`config.mk`:
```
export PLATFORM = sky130hd
export DESIGN_NAME = alu_share_arbiter
export DESIGN_NICKNAME = d
export VERILOG_FILES = /design/src/rtl/alu_share_arbiter.sv
export SDC_FILE = /design/constraint.sdc
export NUM_CORES = 1
export LEC_CHECK = 0
export CAP_MARGIN = 20
export CORE_AREA = 2 2 154 156
export CTS_BUF_LIST = sky130_fd_sc_hd__clkbuf_4 sky130_fd_sc_hd__clkbuf_8
export DETAILED_ROUTE_END_ITERATION = 12
export DIE_AREA = 0 0 156 158
export SLEW_MARGIN = 20
export SYNTH_ARGS = -nofsm -noshare
export SYNTH_HDL_FRONTEND = slang
export SYNTH_SLANG_ARGS = --single-unit
export TNS_END_PERCENT = 30
```
`constraint.sdc`:
```
create_clock -name clk -period 4.06 [get_ports clk]
set_clock_uncertainty 0.1 [all_clocks]
set_input_delay 1.218 -clock clk [delete_from_list [all_inputs] [get_ports clk]]
set_output_delay 1.218 -clock clk [all_outputs]
set_load 0.02 [all_outputs]
```
`src/rtl/alu_share_arbiter.sv`:
```
// Round-robin share of one combinational ALU among NREQ requesters; optional perf counters under ALU_ARB_PERF_EN.
// Latency: 2 cycles accept-to-response; 1 op/cycle sustained when responses drain.
// Backpressure: a stalled response freezes RSP and OP and drops every req_ready until the owner accepts.
module alu_share_arbiter #(
  parameter int NREQ = 3,
  parameter int W    = 32
) (
  input  logic              clk,
  input  logic              rst_n,
  input  logic [NREQ-1:0]   req_valid,
  output logic [NREQ-1:0]   req_ready,
  input  logic [NREQ*W-1:0] req_a,
  input  logic [NREQ*W-1:0] req_b,
  input  logic [NREQ*4-1:0] req_gs,
  output logic [W-1:0]      alu_a,
  output logic [W-1:0]      alu_b,
  output logic [3:0]        alu_gs,
  input  logic [W-1:0]      alu_g,
  input  logic [4:0]        alu_flags,
  output logic [NREQ-1:0]   rsp_valid,
  input  logic [NREQ-1:0]   rsp_ready,
  output logic [W-1:0]      rsp_g,
  output logic [4:0]        rsp_flags,
  output logic [15:0]       perf_busy,
  output logic [15:0]       perf_conflict
);

  localparam int PW = (NREQ > 1) ? $clog2(NREQ) : 1;

  typedef struct packed {
    logic [W-1:0] a;
    logic [W-1:0] b;
    logic [3:0]   gs;
  } op_t;

  logic          op_vld_q;
  logic [PW-1:0] op_owner_q;
  op_t           op_q;
  logic          rsp_vld_q;
  logic [PW-1:0] rsp_owner_q;
  logic [PW-1:0] rr_ptr_q;

  logic          rsp_fire;
  logic          rsp_free;
  logic          op_adv;
  logic          op_free;
  logic          grant_vld;
  logic [PW-1:0] grant_idx;
  logic          accept;
  op_t           sel_op;

  assign rsp_fire = rsp_vld_q & rsp_ready[rsp_owner_q];
  assign rsp_free = ~rsp_vld_q | rsp_fire;
  assign op_adv   = op_vld_q & rsp_free;
  assign op_free  = ~op_vld_q | op_adv;

  // Cyclic scan starting just after the last winner.
  always_comb begin
    logic [PW:0] idx;
    grant_vld = 1'b0;
    grant_idx = '0;
    idx       = '0;
    for (int k = 1; k <= NREQ; k++) begin
      idx = {1'b0, rr_ptr_q} + (PW+1)'(k);
      if (idx >= (PW+1)'(NREQ)) begin
        idx = idx - (PW+1)'(NREQ);
      end
      if (!grant_vld && req_valid[idx[PW-1:0]]) begin
        grant_vld = 1'b1;
        grant_idx = idx[PW-1:0];
      end
    end
  end

  always_comb begin
    req_ready = '0;
    if (rst_n && op_free && grant_vld) begin
      req_ready[grant_idx] = 1'b1;
    end
  end

  assign accept = |(req_valid & req_ready);

  always_comb begin
    sel_op = '0;
    for (int i = 0; i < NREQ; i++) begin
      if (grant_idx == PW'(i)) begin
        sel_op.a  = req_a[i*W +: W];
        sel_op.b  = req_b[i*W +: W];
        sel_op.gs = req_gs[i*4 +: 4];
      end
    end
  end

  always_ff @(posedge clk or negedge rst_n) begin
    if (!rst_n) begin
      op_vld_q   <= 1'b0;
      op_owner_q <= '0;
      op_q       <= '0;
      rr_ptr_q   <= PW'(NREQ-1);
    end else begin
      if (accept) begin
        op_vld_q   <= 1'b1;
        op_owner_q <= grant_idx;
        op_q       <= sel_op;
        rr_ptr_q   <= grant_idx;
      end else if (op_adv) begin
        op_vld_q <= 1'b0;
      end
    end
  end

  always_ff @(posedge clk or negedge rst_n) begin
    if (!rst_n) begin
      rsp_vld_q   <= 1'b0;
      rsp_owner_q <= '0;
      rsp_g       <= '0;
      rsp_flags   <= '0;
    end else begin
      if (op_adv) begin
        rsp_vld_q   <= 1'b1;
        rsp_owner_q <= op_owner_q;
        rsp_g       <= alu_g;
        rsp_flags   <= alu_flags;
      end else if (rsp_fire) begin
        rsp_vld_q <= 1'b0;
      end
    end
  end

  assign alu_a  = op_q.a;
  assign alu_b  = op_q.b;
  assign alu_gs = op_q.gs;

  always_comb begin
    rsp_valid = '0;
    if (rsp_vld_q) begin
      rsp_valid[rsp_owner_q] = 1'b1;
    end
  end

`ifdef ALU_ARB_PERF_EN
  logic [PW:0] n_valid;
  logic        conflict_ev;
  logic [15:0] busy_q;
  logic [15:0] conflict_q;

  always_comb begin
    n_valid = '0;
    for (int i = 0; i < NREQ; i++) begin
      n_valid = n_valid + (PW+1)'(req_valid[i]);
    end
  end

  assign conflict_ev = (n_valid >= (PW+1)'(2)) | ((|req_valid) & ~op_free);

  always_ff @(posedge clk or negedge rst_n) begin
    if (!rst_n) begin
      busy_q     <= '0;
      conflict_q <= '0;
    end else begin
      if (op_vld_q && busy_q != 16'hFFFF) begin
        busy_q <= busy_q + 16'd1;
      end
      if (conflict_ev && conflict_q != 16'hFFFF) begin
        conflict_q <= conflict_q + 16'd1;
      end
    end
  end

  assign perf_busy     = busy_q;
  assign perf_conflict = conflict_q;
`else
  assign perf_busy     = '0;
  assign perf_conflict = '0;
`endif

endmodule

```
* After elaboration in Yosys (flattened, before gate mapping)
Index checks and enable logic that the tools add are counted.
** Word-level totals
- Output and inout bits :: 143
- Input bits :: 249
- Bits in registers :: 113
** Operators by class
- $lt $le $gt $ge :: 10
- Add/sub/neg operators :: 6
- Reductions and logical operators :: 12
- Multiplexer cells :: 30
- Bitwise logic cells :: 7
- Eq/ne operators :: 2
** Operator list (number)
- 68-bit 2-to-1 mux :: 3
- 2-bit by 3-bit less-than comparator with 1-bit output, second input constant :: 5
- 1-bit 2-to-1 mux :: 13
- 2-bit 2-to-1 mux :: 6
- 3-bit by 2-bit greater-or-equal comparator with 1-bit output, second input constant :: 3
- 1-bit binary-select mux with 2-bit select :: 4
- 2-bit by 2-bit adder with 3-bit output, second input constant :: 2
- 1-bit logical AND :: 6
- 3-bit 2-to-1 mux :: 2
- 2-bit subtractor, second input constant :: 3
- 1-bit demux with 2-bit select :: 2
- 2-bit by 1-bit greater-or-equal comparator with 1-bit output, second input constant :: 2
- 2-bit nonzero test :: 2
- 2-bit by 1-bit adder with 3-bit output, second input constant :: 1
- 3-bit bitwise AND :: 1
- 3-bit OR reduction :: 1
- 1-bit bitwise AND :: 2
- 2-bit by 1-bit == test with 1-bit output, second input constant :: 1
- 2-bit == test, second input constant :: 1
- 1-bit logical NOT :: 2
- 2-bit logical NOT :: 1
- 1-bit NOT :: 2
- 1-bit OR :: 2

* Logic depth before layout (Yosys ltp)
- Depth in word-level cells :: 20
- Depth in mapped cells :: 10

* Worst setup path before layout
OpenSTA, ideal clock, no wires.
- Path kind :: in2out
- Start point :: in req_valid[0]
- End point :: out req_ready[1]
- Setup slack :: 0.333 ns
- Path buffers :: 1
- Stages on the path :: 5
- Arrival time :: 2.409 ns
- Cells stage by stage :: nor2b_1 o41ai_2 nand3b_1 clkbuf_1 nor2_1
** Between the ends
- Longest elaborated chain between the ends :: 14
- Elaborated cells between the ends (all ways) :: 23
- Those cells by class :: 2 x order compare; 15 x mux; 6 x reduce/logical
** Ends and longest elaborated chain
- start, declared :: line 10 : input logic [NREQ-1:0] req_valid,
- 1-bit binary-select mux with 2-bit select :: line 68 : if (!grant_vld && req_valid[idx[PW-1:0]]) begin
- 1-bit 2-to-1 mux (implied by the code) :: line 68
- 1-bit 2-to-1 mux :: line 68
- 1-bit logical NOT :: line 68
- 1-bit logical AND :: line 68
- 1-bit 2-to-1 mux :: line 68
- 1-bit logical NOT :: line 68
- 1-bit logical AND :: line 68
- 2-bit 2-to-1 mux :: line 68
- 2-bit by 3-bit less-than comparator with 1-bit output (implied by the code) or 2-bit by 1-bit greater-or-equal comparator with 1-bit output (tied branches) :: line 78 : req_ready[grant_idx] = 1'b1;
- 1-bit logical AND (implied by the code) :: line 78
- 1-bit 2-to-1 mux (implied by the code) :: line 78
- 1-bit demux with 2-bit select :: line 78
- 3-bit 2-to-1 mux (*) :: line 77 : if (rst_n && op_free && grant_vld) begin
- end, declared :: line 11 : output logic [NREQ-1:0] req_ready,
Every way passes the cells marked *; elsewhere a longest branch is shown, timed or not. The select of a mux whose other input is x is not followed.

* Worst setup path after layout
- Start point :: in rsp_ready[1]
- End point :: out req_ready[0]
** Between the ends
- Longest elaborated chain between the ends :: 9
** Ends and longest elaborated chain
- start, declared :: line 21 : input logic [NREQ-1:0] rsp_ready,
- 1-bit binary-select mux with 2-bit select :: line 52 : assign rsp_fire = rsp_vld_q & rsp_ready[rsp_owner_q];
- 1-bit 2-to-1 mux (implied by the code) :: line 52
- 1-bit bitwise AND :: line 52
- 1-bit OR :: line 53 : assign rsp_free = ~rsp_vld_q | rsp_fire;
- 1-bit bitwise AND :: line 54 : assign op_adv = op_vld_q & rsp_free;
- 1-bit OR :: line 55 : assign op_free = ~op_vld_q | op_adv;
- 1-bit logical AND (2 in series) :: line 77
- 3-bit 2-to-1 mux :: line 77
No other way between the ends. The select of a mux whose other input is x is not followed.

==> implementation parameters <==
Parameter                              Value

STA
  Time the final worst path needs with I/O delays and setup    4.01 ns
  Transition time of the tightest slew-check pin    0.830 ns
  Final Cycle Share    98.8%
  Max-slew violation total from the final report    0
  RSZ-0062 raised after global routing    true
  Timing-limited maximum frequency    249 MHz
  Final total negative setup slack    0 ns
  WHS    0.396 ns
  Finish-stage setup viols    0
  Hold violation count in the final report    0
  Max_slew headroom    44.7%

Synthesis
  Top flip-flop cell by instance count after synthesis    dfrtp_1
  Mean cell area of the mapped netlist    10.7 µm²
  Proportion of netlist area held by the largest area contributor    46.0%
  Post-Synthesis Cells    562
  Cell area after technology mapping    6040 µm²
  Number of distinct library cells after synthesis    42
  Flip-flop and latch count after synthesis    112
  Share of async-settable or async-resettable flops after synthesis    100%
  Warnings, synthesis    0
  Number of synthesized flops with an enable pin    0
  Sequential-to-total area share from yosys stat    46.4%
  Synth top area cells    dfrtp_1 46%, mux2_2 9.9%, a211oi_1 8.5%
  Most numerous cell in the Yosys netlist    dfrtp_1
  Leading area contributor after synthesis    dfrtp_1
  Most frequent cells after synthesis    111 x dfrtp_1, 68 x a211oi_1, 53 x mux2_2, 51 x nor2_1, 49 x nor3_1

CTS
  Number of buffers on the longest clock path    2
  CTS tree    built
  CTS clk-pin slew, worst paths    0.12 ns
  CTS buffer count    9
  Clock Latency Late Sink    0.38 ns
  Number of buffers inserted by hold repair at cts    0
  CTS root buffer    clkbuf_8
  CTS H-tree depth    3
  # clock sinks    112

Outcome
  Run status    finished, final reports clean

Layout
  Area overhead of the layout relative to synthesis    67.4%
  Ratio of cells with drive above 1 in the final layout    13.5%
  Non-filler instance count after layout    1205
  Number of nets in the layout    1161

GRT
  Wire length of the first global-routing pass    32700 µm
  Initial antenna violation count    1
  Vias in the first global route    5715
  Sum of overflow across all layers after global routing    0
  Largest net degree at the start of global routing    71
  Global-route total usage across every layer    17.2%

Power
  Max rail drop VDD    0.266 mV
  Power density over the cells    716 nW/µm²
  Leak Pwr    0.00393 µW

Worst setup path
  Category of the worst setup path capture point    output port
  Max FO, Critical Path    4
  Crit path kind    in2out
  Delay-heaviest family, CP    buffers and inverters
  Crit-path cells    clkdlybuf4s50_1 -> mux2i_1 -> o2111ai_1 -> buf_4 -> and3b_4 -> nand3_1 -> inv_2 -> buf_2
  CP Data Required Time    2.74 ns
  WP data arrival    2.69 ns
  Worst path slowest cell    clkdlybuf4s50_1
  Buffering stage count on the worst path with inverters included    4
  CP Launch Type    input pin
  CP peak stage delay    0.46 ns

Die
  Effective utilization at floorplan    26.2%
  Std cell rows    56
  Core Region    23100 µm²
  # IOs    392
  DIE WIDTH    156 µm
  Vert. Die Dim    158 µm
  DIE AREA    24600 µm²

Routing
  Number of DRC markers after the initial detailed-route iteration    277
  Final routed wire length divided by cell count    18.1 µm
  Remaining design rule violation count    0
  Detailed Route WL    21800 µm
  1st-pass router iterations    4
  Amount of wire on met3 after detailed routing    1800 µm
  Routed length on met1    9120 µm
  Average via count per standard cell    4.71
  Routed Antenna Nets    0
  Met2 routed wirelength    10500 µm
  Highest metal layer with signal wires    met4
  Routed vias    5671

Place
  Placer congestion estimate    0.777
  Port Buffers    359
  Placed Cells    1187
  Half-perimeter wire length after placement    15800 µm

Run
  Number of max-cap violations    0

Hold path
  Tightest Hold Check Type    reg2reg
[layout make-up]
cell class / instances / area, µm²
fillers: 2271 / 12900
repair buffers: 384 / 3810
multi-input cells: 396 / 2890
flip-flops and latches: 112 / 2800
well taps: 290 / 363
clock buffers: 9 / 124
clock inverters: 7 / 95.1
inverters: 6 / 22.5
diodes: 1 / 2.50
[what timing repair did]
| action | CTS | global route |
|---|---|---|
| pin swaps | 1 | 1 |
| resized for setup | 13 | 3 |
| endpoints found under the hold margin | 0 | 0 |
| setup endpoints to repair | 3 | 3 |
| setup buffers | 0 | 1 |
[metal layers]
| metal | GRT usage [%] | vias to the layer above |
|---|---|---|
| met3 | 4.95 | 19 |
| met4 | 4.63 | 0 |
| met2 | 29.1 | 243 |
| met1 | 21.4 | 2703 |
| met5 | 0 | - |
| li1 | - | 2706 |
[placed cells by master, fill, tap and decap left out, types with 8 or more instances in the layout]
cell type | Yosys | routed
mux2i_1 | 32 | 32
clkbuf_8 | 0 | 9
a311o_1 | 11 | 11
mux2_2 | 53 | 53
nor3_1 | 49 | 49
buf_4 | 34 | 24
a221o_1 | 8 | 8
dfrtp_1 | 111 | 111
conb_1 | 1 | 32
o221a_2 | 11 | 11
nand2b_1 | 22 | 22
a211oi_1 | 68 | 68
clkdlybuf4s50_1 | 0 | 352
nor2_1 | 51 | 51
nand2_1 | 13 | 13
a31oi_1 | 9 | 8
[sequential cells by signal, summed over array words and instances, names as in the netlist]
signal       flops
alu_b           32
rr_ptr_q         1
rsp_flags        5
op_owner_q       2
rsp_owner_q      2
rsp_vld_q        1
op_vld_q         1
rsp_g           32
alu_a           32
alu_gs           4
[stage by stage]
stage          power (µW)  util [%]  area [µm²]  setup WS [ns]
3_3_place_gp         6530      42.9        9890         -0.489
5_1_grt              7740      43.9       10100        -0.0451
6_report             7240      43.9       10100         0.0500
2_1_floorplan        4570         -        6160          0.333
4_1_cts              7340      43.8       10100        -0.0688
3_5_place_dp         6570      42.9        9890         -0.505
[where the power goes]
group          switching (µW)  total, µW  internal [µW]
clock network             446        751            306
logic                    2290       4500           2210
registers                 300       1980           1680
total                    3030       7240           4200
[worst paths after layout]
| path | from | to | slack [ns] | cells past startpoint |
|---|---|---|---|---|
| setup reg to reg | op_owner_q[0] | alu_a[7] | 0.86 | 10 |
| min in group asynchronous | rst_n | alu_a[4] | 0.89 | 2 |
| hold / removal | op_owner_q[1] | op_owner_q[1] | 0.40 | 2 |
| hold reg to reg | op_owner_q[1] | op_owner_q[1] | 0.40 | 2 |
| max in group asynchronous | rst_n | rsp_g[4] | 1.68 | 3 |
| setup / recovery | rsp_ready[1] | req_ready[0] | 0.05 | 8 |
[worst register-to-register path: cells and delay by family, from the launching register on]
| family | cells | cell delay (ns) |
|---|---|---|
| buffers and inverters | 4 | 1.08 |
| DFF | 1 | 0.51 |
| AOI/OAI and AO/OA | 2 | 0.31 |
| and+or+nand+nor | 3 | 0.70 |
| adders and majority gates | 1 | 0.40 |
[kinds of logic (layout without fill, tap and decap cells)]
kind of cell / after synthesis / in the layout / share of synthesized area (%)
compound gates: 119 / 119 / 16.3
fa+ha+maj: 3 / 3 / 0.622
buf+inv: 85 / 406 / 7.98
flops: 112 / 112 / 46.4
mux: 89 / 89 / 16.2
other cells: 1 / 33 / 0.0621
simple gates: 153 / 153 / 12.4
No activity file was read; power rests on OpenSTA's default activity.
